## config.mk

```make
export PLATFORM = sky130hd
export DESIGN_NAME = memoria_instrucoes_param
export DESIGN_NICKNAME = d
export VERILOG_FILES = /design/src/rtl/memoria_instrucoes_param.sv
export SDC_FILE = /design/constraint.sdc
export NUM_CORES = 1
export LEC_CHECK = 0
export CAP_MARGIN = 20
export CORE_MARGIN = 4
export CORE_UTILIZATION = 40
export DETAILED_ROUTE_END_ITERATION = 10
export SLEW_MARGIN = 20
export SYNTH_ARGS = -nofsm -noshare
export SYNTH_HDL_FRONTEND = slang
export SYNTH_SLANG_ARGS = --single-unit
export TNS_END_PERCENT = 5
```

## constraint.sdc

```tcl
create_clock -name Clock -period 2.83 [get_ports Clock]
set_input_delay 0.566 -clock Clock [delete_from_list [all_inputs] [get_ports Clock]]
set_output_delay 0.566 -clock Clock [all_outputs]
set_load 0.02 [all_outputs]
```

## src/rtl/memoria_instrucoes_param.sv

```systemverilog
// Parametrised instruction store: registered fetch port, load port, and a boot loader for the default program.
// Build option MEM_PARITY_EN adds a stored even-parity bit per word and drives Parity_err.
module memoria_instrucoes_param #(
  parameter int DATA_WIDTH = 16,
  parameter int ADDR_WIDTH = 4
) (
  input  logic                  Clock,
  input  logic                  Reset,
  input  logic                  Rd_en,
  input  logic [ADDR_WIDTH-1:0] Rd_addr,
  output logic [DATA_WIDTH-1:0] Q,
  output logic                  Q_valid,
  input  logic                  Wren,
  input  logic [ADDR_WIDTH-1:0] Wr_addr,
  input  logic [DATA_WIDTH-1:0] Din,
  input  logic                  Err_inject,
  output logic                  Ready,
  output logic                  Parity_err
);
  // state | meaning
  // BOOT  | loading default program, one word per cycle; ports ignored
  // RUN   | fetch and load ports active until reset
  localparam int DEPTH = 2**ADDR_WIDTH;
  localparam logic [0:0] BOOT = 1'b0;
  localparam logic [0:0] RUN  = 1'b1;

  logic [0:0]            state;
  logic [ADDR_WIDTH-1:0] boot_cnt;
  logic [DATA_WIDTH-1:0] mem [DEPTH];
  logic [DATA_WIDTH-1:0] boot_data;
  logic [DATA_WIDTH-1:0] rd_data;
  logic                  bypass;

  function automatic logic [15:0] boot_word(input logic [ADDR_WIDTH-1:0] a);
    logic [15:0] w;
    w = 16'h0000;
    case (32'(a))
      0:       w = 16'h40A0;
      1:       w = 16'h6000;
      2:       w = 16'h40A1;
      3:       w = 16'h60A2;
      4, 5, 6: w = 16'h40A0;
      default: w = 16'h0000;
    endcase
    return w;
  endfunction

  assign boot_data = DATA_WIDTH'(boot_word(boot_cnt));
  // write-first: a same-address write in the same cycle supplies the fetched word
  assign bypass    = Wren && (Wr_addr == Rd_addr);
  assign rd_data   = bypass ? Din : mem[Rd_addr];

  always_ff @(posedge Clock) begin
    if (!Reset) begin
      state    <= BOOT;
      boot_cnt <= '0;
      Ready    <= 1'b0;
      Q_valid  <= 1'b0;
      Q        <= '0;
    end else if (state == BOOT) begin
      boot_cnt <= boot_cnt + 1'b1;
      if (&boot_cnt) begin
        state <= RUN;
        Ready <= 1'b1;
      end
    end else begin
      Q_valid <= Rd_en;
      if (Rd_en) Q <= rd_data;
    end
  end

  always_ff @(posedge Clock) begin
    if (Reset) begin
      if (state == BOOT)  mem[boot_cnt] <= boot_data;
      else if (Wren)      mem[Wr_addr]  <= Din;
    end
  end

`ifdef MEM_PARITY_EN
  logic mem_par [DEPTH];

  always_ff @(posedge Clock) begin
    if (Reset) begin
      if (state == BOOT)  mem_par[boot_cnt] <= ^boot_data;
      else if (Wren)      mem_par[Wr_addr]  <= (^Din) ^ Err_inject;
    end
  end

  // on bypass the stored bit differs from the data parity exactly when an error is injected
  always_ff @(posedge Clock) begin
    if (!Reset)                       Parity_err <= 1'b0;
    else if (state == RUN && Rd_en)   Parity_err <= bypass ? Err_inject
                                                           : (mem_par[Rd_addr] ^ (^mem[Rd_addr]));
    else                              Parity_err <= 1'b0;
  end
`else
  logic unused_err_inject;
  assign unused_err_inject = Err_inject;
  assign Parity_err        = 1'b0;
`endif

endmodule

```

==> results.json, run 1 <==
{
  "ys_types": 45,
  "port_buffers": 45,
  "status": "completed",
  "grt-ovfl-total": 0,
  "die_area_sq_mm": 0.0307,
  "finalCritPeriodShare_pct": 77.1,
  "crit_fanout": 10,
  "core_area_sq_mm": 0.0273,
  "finalCriticalPeriod_ns": 2.18,
  "ir_worst_vdd_uv": 415,
  "start_kind": "register",
  "hpwlAfterDp_microns": 16300,
  "drt_iter0_drc": 571,
  "num_rows": 60,
  "p_int_w": 0.00661,
  "p_clk_share_pct": 39.2,
  "seq_area_frac_synth_pct": 72.7,
  "yosysTopAreaCell": "edfxtp_1",
  "postCtsSetupRepairBufs": 0,
  "die_w_microns": 175,
  "drive_gt1_share_pct": 23.3,
  "p_leak_nw": 4.58,
  "antenna_cells": 0,
  "maxCapViolCount": 0,
  "finClkSkew_ns": 0.0215,
  "post_cts_resize_count": 0,
  "synth.avg_cell_area_sq_um": 18.5,
  "ys_ff_latch": 279,
  "routed_wl_microns": 25300,
  "clock-sinks": 279,
  "p_comb_share_pct": 6.4,
  "synth_most_common_cell": "edfxtp_1",
  "drt-vias-per-instance": 5.52,
  "ios": 48,
  "track_usage_pct": 16.5,
  "worst_slew_pin_slew_ns": 0.741,
  "first_pass_iters": 4,
  "max_freq_ghz": 0.458,
  "drv_slew": 0,
  "grt_pass1_wl_microns": 38400,
  "drc_errors": 0,
  "ys_top_cells_by_count": "256 x edfxtp_1, 64 x mux4_2, 32 x a22oi_1",
  "crit_type": "reg -> reg",
  "rsz0062_at_grt": "false",
  "worst_r2r_endpoint": "mem[10][5]",
  "cts_tree": "yes",
  "grt_pass1_vias": 6144,
  "nFillCells": 2228,
  "register_area_sq_mm": 0.00815,
  "rr_worst_depth": 5,
  "antenna_found_initial": 0,
  "synth-edff-count": 256,
  "drtAntennaViolNets": 0,
  "clkSlewWorstSetupHoldPaths_ns": 0.06,
  "min_path_type": "reg -> reg",
  "synth_top_cells_by_area": "edfxtp_1 69%, mux4_2 13%, dfxtp_1 4.1%",
  "area_growth_pct": 18.2,
  "finalHoldViolations": 0,
  "hold_buffers": 0,
  "synthFlopType": "edfxtp_1",
  "final_core_util_pct": 48.6,
  "crit_chain": "ha_1 > nand2b_1 > a311oi_1 > a21o_1 > buf_4",
  "async_reset_ff_share_pct": 0,
  "nNetsFinal": 733,
  "cts.path.max_buffers": 3,
  "holdPathStages": 2,
  "max_slew_margin_pct": 50.4,
  "reg2reg_slack_ns": 0.65,
  "cp.required_ns": 3.23,
  "powerDensity_mw_per_mm2": 635,
  "min-delay-start": "Q_valid",
  "tns_ns": 0,
  "initial_core_util_pct": 41.1,
  "synth_top_area_share_pct": 68.6,
  "whs_endpoint": "Q_valid",
  "multi_input_area_sq_mm": 0.00281,
  "crit_path_end_kind": "register",
  "cp_slowest_stage_delay_ns": 0.57,
  "crit-reg2reg-launch": "boot_cnt[0]",
  "clkLatencyLatePin_ns": 0.54,
  "power_frac_seq_pct": 54.4,
  "yosysWarnings": 0,
  "cts-buffers-inserted": 27,
  "root_buffer": "clkbuf_16",
  "syn-num-nets": 639,
  "critPathArrivalTime_ns": 2.58,
  "p_sw_w": 0.00180,
  "grt_max_degree": 67,
  "slowest_stage": "dfxtp_1",
  "wl_per_cell_microns": 23.2,
  "die_h_microns": 175,
  "syn-cell-area_sq_mm": 0.0112,
  "h-tree-depth": 1,
  "finalSetupViolations": 0,
  "synth_cells": 606,
  "gp_congestion": 0.811,
  "via_count": 6030,
  "sw_frac_of_total_pct": 21.4
}
==> layout by cell type (no fill, tap or decap), drive strengths merged, types with 5 or more instances in the layout <==
cell type / synthesis / routed
a21oi: 15 / 15
a22oi: 32 / 32
a31oi: 20 / 20
and2: 15 / 15
and3: 5 / 5
buf: 27 / 61
clkbuf: 12 / 29
clkdlybuf4s50: 0 / 43
clkinv: 0 / 17
dfxtp: 23 / 23
edfxtp: 256 / 256
inv: 4 / 6
mux4: 64 / 64
nand2: 25 / 25
nand3: 5 / 5
nor2: 19 / 19
nor2b: 6 / 6
nor3: 5 / 5
o21ai: 34 / 34
xnor2: 5 / 5
==> cell families (layout without fill, tap and decap cells) <==
| logic type | Yosys count | after routing | share of synthesized area [%] |
|---|---|---|---|
| compound gates | 116 | 116 | 6.68 |
| simple gates | 88 | 88 | 4.10 |
| buf+inv | 43 | 158 | 2.19 |
| other cells | 1 | 1 | 0.0335 |
| fa+ha+maj | 4 | 4 | 0.447 |
| xor+xnor | 9 | 9 | 0.771 |
| flops | 279 | 279 | 72.7 |
| mux | 66 | 66 | 13.0 |
==> per-layer routing <==
metal	vias to the layer above	track usage [%]	wire length, microns
met5	-	0	0
li1	2662	-	-
met3	34	2.54	1310
met4	0	3.14	392
met1	3173	22.8	10900
met2	161	28.1	12700
==> per-stage QoR <==
step	area [sq um]	std cells	total power [W]	hold slack [ns]	worst slack (ns)
detailed placement	12400	1043	0.00520	0.481	0.183
CTS	13200	1093	0.00848	0.489	0.653
global placement	12400	1043	0.00519	0.467	0.209
finish	13200	1093	0.00840	0.481	0.647
floorplan	11200	606	0.00498	0.553	0.274
global route	13200	1093	0.00870	0.519	0.511
==> power by group through the flow <==
stage / clock network [W] / registers, W / logic [W]
after floorplan: 0 / 0.00465 / 0.000324
after global placement: 0 / 0.00466 / 0.000531
after detailed placement: 0 / 0.00466 / 0.000539
after CTS: 0.00336 / 0.00457 / 0.000541
after global routing: 0.00355 / 0.00458 / 0.000575
final: 0.00329 / 0.00457 / 0.000536
==> final cells by class <==
cell class                      count  share of cell area (%)
Clock buffer                       29                    5.16
Inverter                            4                   0.113
Sequential cell                   279                    61.5
Clock inverter                     21                   0.935
Timing Repair Buffer              104                    7.54
Multi-Input combinational cell    284                    21.2
Tap cell                          372                    3.51
==> how the worst max path moves through the flow <==
stage / start / to / slack (ns)
floorplan: Reset / mem[13][0] / 0.27
global placement: Reset / mem[1][14] / 0.21
detailed placement: Wren / mem[11][8] / 0.18
CTS: boot_cnt[0] / mem[10][5] / 0.65
global route: boot_cnt[0] / Q[5] / 0.51
finish: boot_cnt[0] / mem[10][5] / 0.65
==> flip-flops by register name (all words and copies together), names as in the netlist <==
register / count
boot_cnt: 4
Q: 16
Ready: 1
mem: 256
state: 1
Q_valid: 1
==> worst max-delay path: cells and delay by family (launching register included) <==
kind / cells / cell delay [ns]
buffers and inverters: 1 / 0.22
DFF: 1 / 0.57
and+or+nand+nor: 1 / 0.10
AOI/OAI and AO/OA: 2 / 0.82
adders and majority gates: 1 / 0.33
No activity file was read; power rests on OpenSTA's default activity.
==> run 2: changes to the inputs <==
==> constraint.sdc (replaced) <==
create_clock -name Clock -period 2 [get_ports Clock]
set_input_delay 0.4 -clock Clock [delete_from_list [all_inputs] [get_ports Clock]]
set_output_delay 0.4 -clock Clock [all_outputs]
set_load 0.02 [all_outputs]
==> results.json, run 2 (synthesized netlist as in run 1, its figures left out) <==
{
  "status": "completed",
  "rr_worst_depth": 5,
  "place_area_sq_mm": 0.0130,
  "grt_max_degree": 36,
  "drt-vias-per-instance": 5.42,
  "cts-buffers-inserted": 28,
  "rsz0062_at_grt": "true",
  "register_area_sq_mm": 0.00815,
  "p_int_w": 0.00989,
  "start_kind": "register",
  "p_comb_share_pct": 7.2,
  "critPathArrivalTime_ns": 2.18,
  "drc_errors": 0,
  "sw_frac_of_total_pct": 21.1,
  "maxCapViolCount": 0,
  "largest_reg_flops": 256,
  "finalSetupViolations": 0,
  "finClkSkew_ns": 0.0189,
  "ios": 48,
  "largestRegisters": "mem: 256 flops, Q: 16 flops, boot_cnt: 4 flops",
  "port_buffers": 45,
  "gp_congestion": 0.859,
  "max_slew_margin_pct": 56.6,
  "p_leak_nw": 4.91,
  "num_rows": 60,
  "final_common_cell": "edfxtp_1",
  "p_clk_share_pct": 41.1,
  "p_sw_w": 0.00264,
  "die_area_sq_mm": 0.0307,
  "crit_chain": "and3_1 > mux2i_2 > nand3_1 > nor2_1 > buf_4",
  "hold-worst-slack_ns": 0.504,
  "clkSlewWorstSetupHoldPaths_ns": 0.06,
  "antenna_found_initial": 0,
  "min_path_type": "reg -> reg",
  "final_cell_mix": "256 x edfxtp_1, 82 x buf_4, 64 x mux4_2, 42 x clkdlybuf4s50_1, 32 x a22oi_1",
  "power_frac_seq_pct": 51.7,
  "area_growth_pct": 24.2,
  "core_area_sq_mm": 0.0273,
  "grt_pass1_wl_microns": 39300,
  "die_w_microns": 175,
  "multi_input_area_sq_mm": 0.00283,
  "crit_type": "reg -> reg",
  "routed_wl_microns": 25600,
  "max_freq_ghz": 0.507,
  "finalCriticalPeriod_ns": 1.97,
  "crit_fanout": 16,
  "design_area_sq_mm": 0.0139,
  "cp_slowest_stage_delay_ns": 0.39,
  "h-tree-depth": 1,
  "drtAntennaViolNets": 0,
  "nNetsFinal": 780,
  "worst_slew_pin_slew_ns": 0.649,
  "cts.path.max_buffers": 3,
  "track_usage_pct": 16.6,
  "nFillCells": 2195,
  "crit_path_end_kind": "register",
  "finalHoldViolations": 0,
  "wl_per_cell_microns": 22.5,
  "hold_buffers": 0,
  "clkLatencyLatePin_ns": 0.54,
  "cp.required_ns": 2.21,
  "powerDensity_mw_per_mm2": 900,
  "via_count": 6180,
  "clock-sinks": 279,
  "drt_iter0_drc": 700,
  "finalCritPeriodShare_pct": 98.5,
  "hpwlAfterDp_microns": 17400,
  "first_pass_iters": 5,
  "grt_pass1_vias": 6474,
  "slowest_stage": "dfxtp_1",
  "root_buffer": "clkbuf_16",
  "die_h_microns": 175,
  "antenna_cells": 0,
  "ir_worst_vdd_uv": 566,
  "holdPathStages": 2,
  "cts_tree": "yes",
  "initial_core_util_pct": 41.1,
  "drv_slew": 0,
  "grt-ovfl-total": 0,
  "drive_gt1_share_pct": 29.8,
  "largest_register": "mem"
}
## run 2: power groups by stage
stage	clock network [W]	logic, W	registers, W
final	0.00515	0.000903	0.00647
after global routing	0.00551	0.000970	0.00647
after CTS	0.00525	0.000904	0.00647
after detailed placement	0	0.000902	0.00659
after global placement	0	0.000886	0.00659
after floorplan	0	0.000459	0.00658
## run 2: critical path: cells and delay by family, from the launching register on
kind                   cells  cell delay, ns
muxes                      1            0.33
DFF                        1            0.39
and+or+nand+nor            3            0.64
buffers and inverters      1            0.28
## run 2: per-stage QoR
step / setup TNS (ns) / setup WS [ns] / std cells / total power (W) / util, %
floorplan: -52.22 / -0.234 / 606 / 0.00704 / -
CTS: 0 / 0.00895 / 1141 / 0.0126 / 51.0
finish: 0 / 0.0293 / 1141 / 0.0125 / 51.0
global placement: -111.59 / -0.430 / 1089 / 0.00747 / 47.6
detailed placement: -120.92 / -0.449 / 1089 / 0.00749 / 47.6
global route: -0.00716 / -0.00409 / 1141 / 0.0130 / 51.0
## run 2: path summary, 6_finish.rpt
kind / slack [ns] / start / to
max: 0.03 / state / mem[3][14]
min: 0.50 / Q_valid / Q_valid
max reg2reg: 0.03 / state / mem[3][14]
min reg2reg: 0.50 / Q_valid / Q_valid
## run 2: what timing repair did
item,4_1_cts,5_1_grt
buffers inserted,0,0
setup endpoints to repair,1,103
pin swaps,0,1
resized for setup,1,5
## run 2: cell type report
cell class,count,share of cell area (%)
tap,372,3.35
clock inverter,21,1.32
inverter,4,0.108
sequential,279,58.6
timing repair buffer,150,11.0
clock buffer,31,5.27
multi-input combinational,284,20.4
## run 2: layer usage
| metal | global-route usage (%) | vias up | share of wire (%) |
|---|---|---|---|
| met4 | 4.62 | 0 | 2.6 |
| met1 | 23.4 | 3197 | 44 |
| met3 | 2.80 | 42 | 5.7 |
| met2 | 27.2 | 183 | 48 |
| met5 | 0 | - | 0 |
| li1 | - | 2758 | - |
==> run 3: changes to the inputs <==
--- a/config.mk
+++ b/config.mk
@@ -6,9 +6,11 @@
 export NUM_CORES = 1
 export LEC_CHECK = 0
 export CAP_MARGIN = 20
+export CORE_ASPECT_RATIO = 0.5
 export CORE_MARGIN = 4
 export CORE_UTILIZATION = 40
 export DETAILED_ROUTE_END_ITERATION = 10
+export GPL_ROUTABILITY_DRIVEN = 0
 export SLEW_MARGIN = 20
 export SYNTH_ARGS = -nofsm -noshare
 export SYNTH_HDL_FRONTEND = slang
==> results.json, run 3 (synthesized netlist as in run 1, its figures left out) <==
{
  "status": "completed",
  "rr_worst_depth": 7,
  "reg2reg_slack_ns": 0.03,
  "port_buffers": 45,
  "grt_pass1_vias": 6434,
  "worstPathBufferInverterCount": 3,
  "min-delay-start": "Q_valid",
  "core_area_sq_mm": 0.0270,
  "largest_reg_flops": 256,
  "hpwlAfterDp_microns": 18800,
  "initial_core_util_pct": 41.5,
  "finClkSkew_ns": 0.0121,
  "dp_cells": 1097,
  "multi_input_area_sq_mm": 0.00291,
  "largest_register": "mem",
  "preCtsSetupSlack_ns": -0.595,
  "first_pass_iters": 5,
  "finalHoldViolations": 0,
  "track_usage_pct": 18.0,
  "cp_slowest_stage_delay_ns": 0.35,
  "die_w_microns": 245,
  "drtAntennaViolNets": 0,
  "min_path_type": "reg -> reg",
  "drc_errors": 0,
  "cp.required_ns": 2.24,
  "nFillCells": 2131,
  "crit-reg2reg-launch": "state",
  "root_buffer": "clkbuf_16",
  "grt_pass1_wl_microns": 41600,
  "maxCapViolCount": 0,
  "crit_fanout": 17,
  "drt-vias-per-instance": 5.56,
  "critPathArrivalTime_ns": 2.21,
  "h-tree-depth": 1,
  "drv_slew": 0,
  "final_cells": 1146,
  "grt-ovfl-total": 0,
  "via_count": 6375,
  "crit_chain": "buf_6 > nand2_1 > o22ai_4 > nand3b_1 > buf_4 > nor2_2 > buf_12",
  "ir_worst_vdd_uv": 612,
  "wl_per_cell_microns": 24.5,
  "grt_max_degree": 34,
  "nNetsFinal": 785,
  "drt_iter0_drc": 842,
  "register_area_sq_mm": 0.00815,
  "final_common_cell": "edfxtp_1",
  "clkSlewWorstSetupHoldPaths_ns": 0.07,
  "routed_wl_microns": 28100,
  "num_rows": 42,
  "crit_type": "reg -> reg",
  "rsz0062_at_grt": "true",
  "finalSetupViolations": 0,
  "powerDensity_mw_per_mm2": 905,
  "finalCritPeriodShare_pct": 98.7,
  "max_freq_ghz": 0.507,
  "area_growth_pct": 27.6,
  "cts.path.max_buffers": 3,
  "cts_tree": "yes",
  "p_total_w": 0.0129,
  "p_leak_nw": 5.07,
  "drive_gt1_share_pct": 32.0,
  "worst_r2r_endpoint": "mem[8][1]",
  "clkLatencyLatePin_ns": 0.54,
  "worst_slew_pin_slew_ns": 0.512,
  "finalCriticalPeriod_ns": 1.97,
  "cp_top_family": "buffers and inverters",
  "start_kind": "register",
  "whs_endpoint": "Q_valid",
  "setup_ws_ns": 0.0258,
  "ios": 48,
  "cts-buffers-inserted": 26,
  "die_h_microns": 126,
  "clock-sinks": 279,
  "hold_buffers": 0,
  "holdPathStages": 2,
  "slowest_stage": "dfxtp_1",
  "largestRegisters": "mem: 256 flops, Q: 16 flops, boot_cnt: 4 flops",
  "antenna_found_initial": 0,
  "final_cell_mix": "256 x edfxtp_1, 69 x buf_4, 64 x mux4_2, 42 x buf_12, 37 x clkdlybuf4s50_1",
  "die_area_sq_mm": 0.0309,
  "crit_path_end_kind": "register",
  "max_slew_margin_pct": 65.8
}
==> run 3: changes by cell type in the layout (fill, tap and decap cells not counted), moves of 3 or more <==
cell | before | now
clkbuf_1 | 2 | 5
a31oi_2 | 0 | 3
dlygate4sd2_1 | 1 | 6
bufinv_16 | 3 | 7
clkinvlp_4 | 4 | 0
clkdlybuf4s50_1 | 42 | 37
clkinv_1 | 8 | 3
a31oi_1 | 20 | 17
nor2_1 | 15 | 7
buf_12 | 24 | 42
buf_4 | 82 | 69
nor2_2 | 4 | 10
==> run 3: worst max path at each step <==
stage	from	to	slack, ns	cells past startpoint
2_1_floorplan	state	mem[5][0]	-0.23	6
6_report	state	mem[8][1]	0.03	7
5_1_grt	state	mem[8][1]	-0.05	7
3_5_place_dp	Reset	mem[4][8]	-0.59	6
4_1_cts	state	mem[8][13]	0.01	6
3_3_place_gp	Wren	mem[11][1]	-0.58	7
==> run 3: repair_timing <==
action | CTS | global route
resized for setup | 11 | 12
pin swaps | 0 | 1
setup buffers | 0 | 1
endpoints found under the setup margin | 157 | 293
==> run 3: tightest hold or removal path, cell delays in order, from the launching register on <==
cell and delay (ns):
dfxtp_1 0.32, nand2b_1 0.06, a21boi_0 0.07
==> run 3: report_power, final <==
part / leakage [nW] / switching, W / internal (W)
sequential: 2.76 / 0.0000272 / 0.00644
combinational: 1.85 / 0.000509 / 0.000472
clock: 0.462 / 0.00212 / 0.00336
total: 5.07 / 0.00265 / 0.0103
==> run 3: cell type report <==
class	count	share of cell area [%]
repair buffers	157	12.7
clock inverters	15	1.72
flip-flops and latches	279	57.0
clock buffers	32	4.86
inverters	4	0.105
multi-input cells	284	20.3
diodes	1	0.0175
well taps	374	3.27
==> run 3: through the flow <==
| step | cell area [sq um] | TNS [ns] | utilization, % | hold slack, ns |
|---|---|---|---|---|
| after detailed placement | 13300 | -162.86 | 49.1 | 0.475 |
| after floorplan | 11200 | -52.22 | - | 0.553 |
| after CTS | 14200 | 0 | 52.7 | 0.487 |
| final | 14300 | 0 | 52.9 | 0.488 |
| after global routing | 14300 | -0.852 | 52.9 | 0.512 |
| after global placement | 13300 | -157.48 | 49.1 | 0.471 |
==> run 3: routing by layer <==
| layer | part of all wire [%] | GRT usage, % |
|---|---|---|
| met5 | 0 | 0 |
| met2 | 47 | 28.6 |
| met4 | 2.1 | 3.75 |
| met1 | 42 | 26.0 |
| met3 | 8.5 | 4.03 |
